$ cat config.mk
export PLATFORM = sky130hd
export DESIGN_NAME = cpu_run_controller
export DESIGN_NICKNAME = d
export VERILOG_FILES = /design/src/rtl/cpu_run_controller.sv
export SDC_FILE = /design/constraint.sdc
export NUM_CORES = 1
export LEC_CHECK = 0
export CORE_MARGIN = 5
export CORE_UTILIZATION = 48
export DETAILED_ROUTE_END_ITERATION = 6
export PLACE_DENSITY = 0.78
export SYNTH_ARGS = -nofsm -noshare
export SYNTH_HDL_FRONTEND = slang
export SYNTH_SLANG_ARGS = --single-unit
$ cat constraint.sdc
create_clock -name clock -period 2 [get_ports clock]
set_input_delay 0.2 -clock clock [delete_from_list [all_inputs] [get_ports clock]]
set_output_delay 0.2 -clock clock [all_outputs]
set_load 0.01 [all_outputs]
$ cat src/rtl/cpu_run_controller.sv
// Host-side run controller for the CPU control FSM: sequences RUN/STEP/STOP/RESET_CPU commands,
// parks the CPU on instruction boundaries and keeps saturating instruction/cycle counts.
module cpu_run_controller #(
    parameter int COUNT_WIDTH  = 32,
    parameter int STEP_WIDTH   = 16,
    parameter int RESET_CYCLES = 2
) (
    input  logic                   clock,
    input  logic                   reset,
    input  logic                   cmd_valid,
    output logic                   cmd_ready,
    input  logic [1:0]             cmd_op,
    input  logic [STEP_WIDTH-1:0]  cmd_steps,
    output logic                   cpu_execute,
    output logic                   cpu_reset,
    input  logic                   cpu_do_next,
    input  logic                   cpu_do_halt,
    output logic                   busy,
    output logic                   halted,
    output logic                   done,
    output logic [COUNT_WIDTH-1:0] instr_count,
    output logic [COUNT_WIDTH-1:0] cycle_count
);

    localparam logic [1:0] OP_RUN   = 2'd0;
    localparam logic [1:0] OP_STEP  = 2'd1;
    localparam logic [1:0] OP_STOP  = 2'd2;
    localparam logic [1:0] OP_RESET = 2'd3;
    localparam int RC_W = $clog2(RESET_CYCLES + 1);
    localparam logic [RC_W-1:0] RC_LAST = RC_W'(RESET_CYCLES - 1);

    typedef enum logic [2:0] {S_CLR, S_IDLE, S_RUN, S_STEP, S_STOPPING, S_HALTED} state_t;

    state_t                  state, state_nxt;
    logic [RC_W-1:0]         rst_cnt, rst_cnt_nxt;
    logic [STEP_WIDTH-1:0]   remaining, remaining_nxt;
    logic                    done_nxt, execute_nxt, cpu_reset_nxt, busy_nxt, ready_nxt, halted_nxt;
    logic [COUNT_WIDTH-1:0]  instr_nxt, cycle_nxt;
    logic                    accept, reset_cmd;

    function automatic logic [COUNT_WIDTH-1:0] sat_inc(input logic [COUNT_WIDTH-1:0] v);
        return (&v) ? v : v + COUNT_WIDTH'(1);
    endfunction

    assign accept    = cmd_valid && cmd_ready;
    assign reset_cmd = accept && (cmd_op == OP_RESET);

    always_ff @(posedge clock) begin
        if (reset) begin
            state       <= S_CLR;
            rst_cnt     <= '0;
            cpu_execute <= 1'b0;
            cpu_reset   <= 1'b1;
            busy        <= 1'b1;
            halted      <= 1'b0;
            done        <= 1'b0;
            cmd_ready   <= 1'b0;
            instr_count <= '0;
            cycle_count <= '0;
        end else begin
            state       <= state_nxt;
            rst_cnt     <= rst_cnt_nxt;
            cpu_execute <= execute_nxt;
            cpu_reset   <= cpu_reset_nxt;
            busy        <= busy_nxt;
            halted      <= halted_nxt;
            done        <= done_nxt;
            cmd_ready   <= ready_nxt;
            instr_count <= instr_nxt;
            cycle_count <= cycle_nxt;
        end
    end

    always_ff @(posedge clock) begin
        remaining <= remaining_nxt;
    end

    always_comb begin
        state_nxt     = state;
        rst_cnt_nxt   = rst_cnt;
        remaining_nxt = remaining;
        done_nxt      = 1'b0;
        case (state)
            S_CLR: begin
                if (rst_cnt == RC_LAST) begin
                    state_nxt = S_IDLE;
                    done_nxt  = 1'b1;
                end else begin
                    rst_cnt_nxt = rst_cnt + RC_W'(1);
                end
            end
            S_IDLE: begin
                if (accept) begin
                    case (cmd_op)
                        OP_RUN:   state_nxt = S_RUN;
                        OP_STEP: begin
                            if (cmd_steps != '0) begin
                                state_nxt     = S_STEP;
                                remaining_nxt = cmd_steps;
                            end else begin
                                done_nxt = 1'b1;
                            end
                        end
                        OP_STOP:  done_nxt  = 1'b1;
                        default:  state_nxt = S_CLR;
                    endcase
                end
            end
            S_HALTED: begin
                if (reset_cmd) state_nxt = S_CLR;
                else if (accept) done_nxt = 1'b1;
            end
            S_RUN, S_STEP, S_STOPPING: begin
                // RESET_CPU beats halt, which beats step exhaustion, STOP completion and new commands
                if (reset_cmd) begin
                    state_nxt = S_CLR;
                end else if (cpu_do_halt) begin
                    state_nxt = S_HALTED;
                    done_nxt  = 1'b1;
                end else if (state == S_STOPPING) begin
                    if (cpu_do_next) begin
                        state_nxt = S_IDLE;
                        done_nxt  = 1'b1;
                    end
                end else if (state == S_STEP && cpu_do_next && remaining == STEP_WIDTH'(1)) begin
                    state_nxt = S_IDLE;
                    done_nxt  = 1'b1;
                end else begin
                    if (state == S_STEP && cpu_do_next) remaining_nxt = remaining - STEP_WIDTH'(1);
                    if (accept && cmd_op == OP_STOP) state_nxt = S_STOPPING;
                end
            end
            default: state_nxt = S_CLR;
        endcase
        if (state_nxt == S_CLR && state != S_CLR) rst_cnt_nxt = '0;
    end

    // Registered outputs follow the state being entered, so execute drops on the ending edge itself
    always_comb begin
        execute_nxt   = (state_nxt == S_RUN) || (state_nxt == S_STEP) || (state_nxt == S_STOPPING);
        cpu_reset_nxt = (state_nxt == S_CLR);
        busy_nxt      = execute_nxt || (state_nxt == S_CLR);
        ready_nxt     = (state_nxt == S_IDLE) || (state_nxt == S_HALTED) ||
                        (state_nxt == S_RUN)  || (state_nxt == S_STEP);
        halted_nxt    = (state_nxt == S_HALTED);
        instr_nxt     = instr_count;
        cycle_nxt     = cycle_count;
        if (state_nxt == S_CLR) begin
            instr_nxt = '0;
            cycle_nxt = '0;
        end else if (cpu_execute) begin
            cycle_nxt = sat_inc(cycle_count);
            if (cpu_do_next) instr_nxt = sat_inc(instr_count);
        end
    end

endmodule

After elaboration in Yosys (flattened, before gate mapping)
Index checks and enable logic that the tools add are counted.
{"block": "totals", "ff_bits": 91, "inputBits": 23, "output_inout_bits": 70, "elab_cells": 101}
{"block": "op_classes", "add_sub_neg": 4, "eq_ne": 23, "muxes": 33, "bitwise_logic": 3, "reduce_logical": 27}
{"cell": "two-way mux 16 bit", "n": 8}
{"cell": "adder 32 x 1 -> 32 bit, second input constant", "n": 2}
{"cell": "AND reduction 32 bit", "n": 2}
{"cell": "one-hot mux 16 bit (2 select lines)", "n": 1}
{"cell": "two-way mux 3 bit", "n": 10}
{"cell": "equality test 16 x 1 -> 1 bit, second input constant", "n": 1}
{"cell": "!= test 2 bit, second input constant", "n": 8}
{"cell": "nonzero test 16 bit", "n": 1}
{"cell": "subtractor 16 x 1 -> 16 bit, second input constant", "n": 1}
{"cell": "equality test 3 x 2 -> 1 bit, second input constant", "n": 4}
{"cell": "equality test 3 bit, second input constant", "n": 4}
{"cell": "one-hot mux 3 bit (4 select lines)", "n": 1}
{"cell": "two-way mux 1 bit", "n": 10}
{"cell": "one-hot mux 3 bit (3 select lines)", "n": 1}
{"cell": "AND reduction 9 bit", "n": 1}
{"cell": "equality test 3 x 1 -> 1 bit, second input constant", "n": 2}
{"cell": "logical AND 1 bit", "n": 6}
{"cell": "zero test 3 bit", "n": 2}
{"cell": "logical OR 1 bit", "n": 6}
{"cell": "equality test 2 x 1 -> 1 bit, second input constant", "n": 2}
{"cell": "equality test 2 bit, second input constant", "n": 2}
{"cell": "one-hot mux 1 bit (4 select lines)", "n": 1}
{"cell": "AND reduction 2 bit", "n": 2}
{"cell": "OR reduction 2 bit", "n": 2}
{"cell": "8 further kinds", "n": 10}

Logic depth before layout (Yosys ltp)
{"block": "depth", "word_depth": 12, "ltp_mapped": 10, "depth_no_buf": 8}

Worst setup path after synthesis
Ideal clock, no wire load.
{"block": "synth_timing", "path_kind": "register -> register", "startpoint": "reg remaining[0]", "endpoint": "reg remaining[0] (enable)", "setup_ns": 0.388, "t_arrival_ns": 1.637, "slack_ns": -0.026, "stages_incl_launch_ff": 6, "path_buffers": 0, "cell_sequence": "edfxtp_1 > ha_1 > nor4b_2 > nand4_1 > a21oi_1 > nor2_1"}
{"block": "synth_between", "elab_chain_cells": 4}
{"item": "start, declared", "line_no": "36", "text": "logic [STEP_WIDTH-1:0] remaining, remaining_nxt;"}
{"item": "start signal, assigned", "line_no": "75", "text": "remaining <= remaining_nxt;"}
{"item": "equality test 16 x 1 -> 1 bit", "line_no": "125", "text": "end else if (state == S_STEP && cpu_do_next && remaining == STEP_WIDTH'(1)) begin"}
{"item": "logical AND 1 bit", "line_no": "125"}
{"item": "!= test 2 bit (no source line)"}
{"item": "AND reduction 9 bit (no source line)"}
No other way between the ends.
A chain may end at the register's enable or synchronous reset.

Worst setup path after layout
{"block": "layout_timing", "startpoint": "reg remaining[1]", "endpoint": "reg rst_cnt[1]"}
{"block": "layout_between", "elab_chain_cells": 10}
{"item": "equality test 16 x 1 -> 1 bit", "line_no": "125"}
{"item": "logical AND 1 bit", "line_no": "125"}
{"item": "two-way mux 3 bit", "line_no": "125"}
{"item": "two-way mux 3 bit", "line_no": "120", "text": "end else if (state == S_STOPPING) begin"}
{"item": "two-way mux 3 bit", "line_no": "117", "text": "end else if (cpu_do_halt) begin"}
{"item": "two-way mux 3 bit", "line_no": "115", "text": "if (reset_cmd) begin"}
{"item": "one-hot mux 3 bit (4 select lines)", "line_no": "83", "text": "case (state)"}
{"item": "zero test 3 bit", "line_no": "135", "text": "if (state_nxt == S_CLR && state != S_CLR) rst_cnt_nxt = '0;"}
{"item": "logical AND 1 bit", "line_no": "135"}
{"item": "OR reduction 2 bit (no source line)"}
{"item": "end signal, assigned", "line_no": "62", "text": "rst_cnt <= rst_cnt_nxt;"}
{"item": "end, declared", "line_no": "35", "text": "logic [RC_W-1:0] rst_cnt, rst_cnt_nxt;"}
No other way between the ends.

==> metrics.md <==
| Metric | Value |
|---|---|
| First-pass GRT wire length | 22070 um |
| CP cell instances | inv_2 -> ha_2 -> nor4b_4 -> nand4_1 -> nor2_2 -> buf_4 -> o31a_4 -> a31o_4 -> buf_12 -> buf_12 -> o21ai_0 |
| Fin crit period | 2306 ps |
| WP data arrival | 2560 ps |
| H-tree Lvls | 3 |
| Combinational Power Share | 24.7% |
| Buf/Inv on CP | 4 |
| Slew Limit Fails | 0 |
| Reg2reg setup slack | -310 ps |
| Std cell rows | 37 |
| Utilization after layout | 69.89% |
| Most used DFF post-synth | dfxtp_1 |
| Cell count after synthesis | 560 |
| DRT Wirelength | 13530 um |
| Clk pwr share | 31.0% |
| Critical path's most frequent cell | buf_12 |
| Req. time, crit path | 2260 ps |
| TritonCTS clock tree | yes |
| Post-synth EDFFs | 16 |
| Period utilization | 115.3% |
| Yosys warns | 0 |
| Worst min path class | reg -> reg |
| Num CTS Buffers | 9 |
| Sw Ratio | 28.00% |
| Nets | 773 |
| Vias post-DR | 4830 |
| Ys async rst share | 0% |
| Final hold vios | 0 |
| Clock Root Buffer | clkbuf_8 |
| Final worst slack | -306.3 ps |
| #FFs+latches synth | 91 |
| Max-Cap Viols | 0 |
| CP max-delay cell | edfxtp_1 |
| Die width | 112.7 um |
| Sink Count | 91 |
| Syn nets | 593 |
| Setup crit start kind | flop |
| Core Box Area | 10320 sq um |
| Initial antenna violation count | 0 |
| Post-DRT Antenna Nets | 0 |
| Max_slew headroom | 71.10% |
| Largest net degree at the start of global routing | 32 |
| All-Layer GR Usage | 20.39% |
| Buffers on Ports | 92 |
| Finished Layout Cells | 881 |
| Ant. Diodes | 0 |
| Place WS | -500.8 ps |
| Routed WL per cell | 15.36 um |
| Internal Power | 3.200 mW |
| Initial DRC Count | 250 |
| Total net switching power | 1.244 mW |
| TNS Setup | -15180 ps |
| Clock Skew | 16.57 ps |
| Routability cong. | 0.9473 |
| Ratio of cells with drive above 1 in the final layout | 25.10% |
| Peak supply drop | 0.0005061 V |
| Vias/cell | 5.482 |
| FMAX | 0.4336 GHz |
| Post-route DRC | 0 |
| First-pass iteration count of the detailed router | 5 |
| Starting density of the core | 49.01% |
| Pwr Density | 616.0 nW/um^2 |
| Post-synthesis cell type count | 64 |
| Reg clk slew, reported paths | 80 ps |
| Top delay family on crit path | compound AO/OA/AOI/OAI gates |
| RSZ-0062 raised after global routing | true |
| Die height | 112.7 um |
| # IOs | 93 |
| Clk_lat worst skew | 350 ps |
| Cell Area, Synth | 5060 sq um |
| Leakage dissipation | 2.479 nW |
| DP Cell Count | 853 |
| Worst setup path class | reg -> reg |
| Vias in the first global route | 4803 |
| Layout Area Growth over Synthesis | 42.61% |
| Failing checks | setup timing |
| Detailed placement HPWL | 9871 um |
| Outcome | complete, but fails checks |
| Clock tree buffer depth | 2 |
| Syn Area/Cell | 9.035 sq um |
| Slowest Stage Delay on Critical Path | 400 ps |
| Register area share after synthesis | 39.17% |
| Worst-path fanout max | 12 |
| Power share of the sequential group | 44.3% |
| Final setup viols | 69 |
| Total congestion overflow | 0 |
| Die area | 12690 sq um |
| Worst slew pin tran | 432.5 ps |
| Layout fillers | 761 |
| Critical path capture point type | flop |
routing by layer:
layer	track usage [%]	part of all wire, %	wire length [um]
met4	4.888	1.2	166
met2	34.76	50	6799
met1	26.54	42	5626
met5	0	0	0
met3	4.097	6.9	938
cells in the mapped netlist (all sizes together), types with 13 or more instances:
master / instances / share of area (%)
nor4: 15 / 2.4
xor2: 24 / 4.2
dfxtp: 75 / 30
nor3: 26 / 2.8
inv: 15 / 1.1
a21oi: 16 / 1.7
edfxtp: 16 / 9.5
nand4: 23 / 3.0
nand2: 40 / 3.0
and3: 14 / 1.7
nor2: 90 / 10
o21ai: 23 / 2.3
xnor2: 41 / 7.1
buf: 13 / 2.6
nand3: 35 / 3.6
flip-flops by register name (all words and copies together) (netlist names):
register,count
cycle_count,32
instr_count,32
remaining,16
state,3
rst_cnt,2
busy,1
cmd_ready,1
cpu_execute,1
cpu_reset,1
done,1
halted,1
worst paths after layout:
check	depth (start not counted)	endpoint	startpoint
max	11	rst_cnt[1]	remaining[1]
min	2	rst_cnt[0]	rst_cnt[0]
max reg2reg	11	rst_cnt[1]	remaining[1]
min reg2reg	2	rst_cnt[0]	rst_cnt[0]
per-stage QoR:
stage	total power [mW]	area, sq um	hold WS (ps)
finish	4.445	7216	484.2
global route	4.635	7216	524.2
CTS	4.422	7053	499.1
detailed placement	2.817	6670	495.3
global placement	2.793	6670	470.2
floorplan	2.575	5062	385.4
layout by cell type (no fill, tap or decap), types with 4 or more instances in the layout:
| cell type | synthesis | final |
|---|---|---|
| nor4_1 | 12 | 10 |
| nand2_1 | 40 | 40 |
| buf_12 | 2 | 4 |
| nand4_1 | 22 | 22 |
| and3_1 | 14 | 14 |
| a31oi_1 | 6 | 4 |
| o31ai_1 | 4 | 4 |
| o21ai_0 | 20 | 18 |
| and4_1 | 8 | 8 |
| and2_1 | 5 | 5 |
| inv_1 | 15 | 14 |
| buf_4 | 1 | 91 |
| ha_1 | 10 | 8 |
| clkdlybuf4s50_1 | 0 | 92 |
| nor3_1 | 25 | 23 |
| o21ai_1 | 3 | 5 |
| xnor2_1 | 41 | 41 |
| nor2_4 | 20 | 21 |
| nor2_1 | 60 | 53 |
| clkbuf_8 | 0 | 10 |
| nor2_2 | 10 | 16 |
| xor2_1 | 24 | 24 |
| dfxtp_1 | 75 | 75 |
| nand3_1 | 34 | 32 |
| edfxtp_1 | 16 | 16 |
| or3_1 | 7 | 6 |
| a21oi_1 | 15 | 15 |
kinds of logic after synthesis:
group | share of synthesized area (%)
AO/OA/AOI/OAI | 9.149
XOR/XNOR | 11.25
adder cells (fa/ha/maj) | 2.473
buffers and inverters | 4.451
flip-flops | 39.17
multiplexers | 0.5935
AND/OR/NAND/NOR | 32.91
layout make-up:
| cell class | instances | area, sq um | area share, % |
|---|---|---|---|
| tap | 136 | 170.2 | 2.358 |
| timing repair buffer | 192 | 1788 | 24.78 |
| sequential | 91 | 1982 | 27.47 |
| inverter | 15 | 56.30 | 0.7803 |
| clock inverter | 5 | 81.33 | 1.127 |
| clock buffer | 11 | 141.4 | 1.959 |
| multi-input combinational | 431 | 2997 | 41.53 |
worst reg2reg max path, cell delays in order, from the launching register on:
cell and delay (ps):
edfxtp_1 400, inv_2 60, ha_2 170, nor4b_4 120, nand4_1 190, nor2_2 80
buf_4 140, o31a_4 330, a31o_4 280, buf_12 150, buf_12 140, o21ai_0 160
power groups by stage:
| stage | sequential [mW] | clock, mW | combinational [mW] |
|---|---|---|---|
| 3_3_place_gp | 2.01 | 0 | 0.785 |
| 4_1_cts | 1.97 | 1.42 | 1.03 |
| 2_1_floorplan | 2.00 | 0 | 0.570 |
| 3_5_place_dp | 2.01 | 0 | 0.806 |
| 5_1_grt | 1.98 | 1.48 | 1.17 |
| 6_report | 1.97 | 1.38 | 1.10 |
what timing repair did:
action	CTS	global route
hold buffers	0	0
setup buffers	5	5
pin swaps	4	5
endpoints found under the setup margin	84	73
cloned	2	2
gates resized for setup	11	25
No activity file was read; power rests on OpenSTA's default activity.
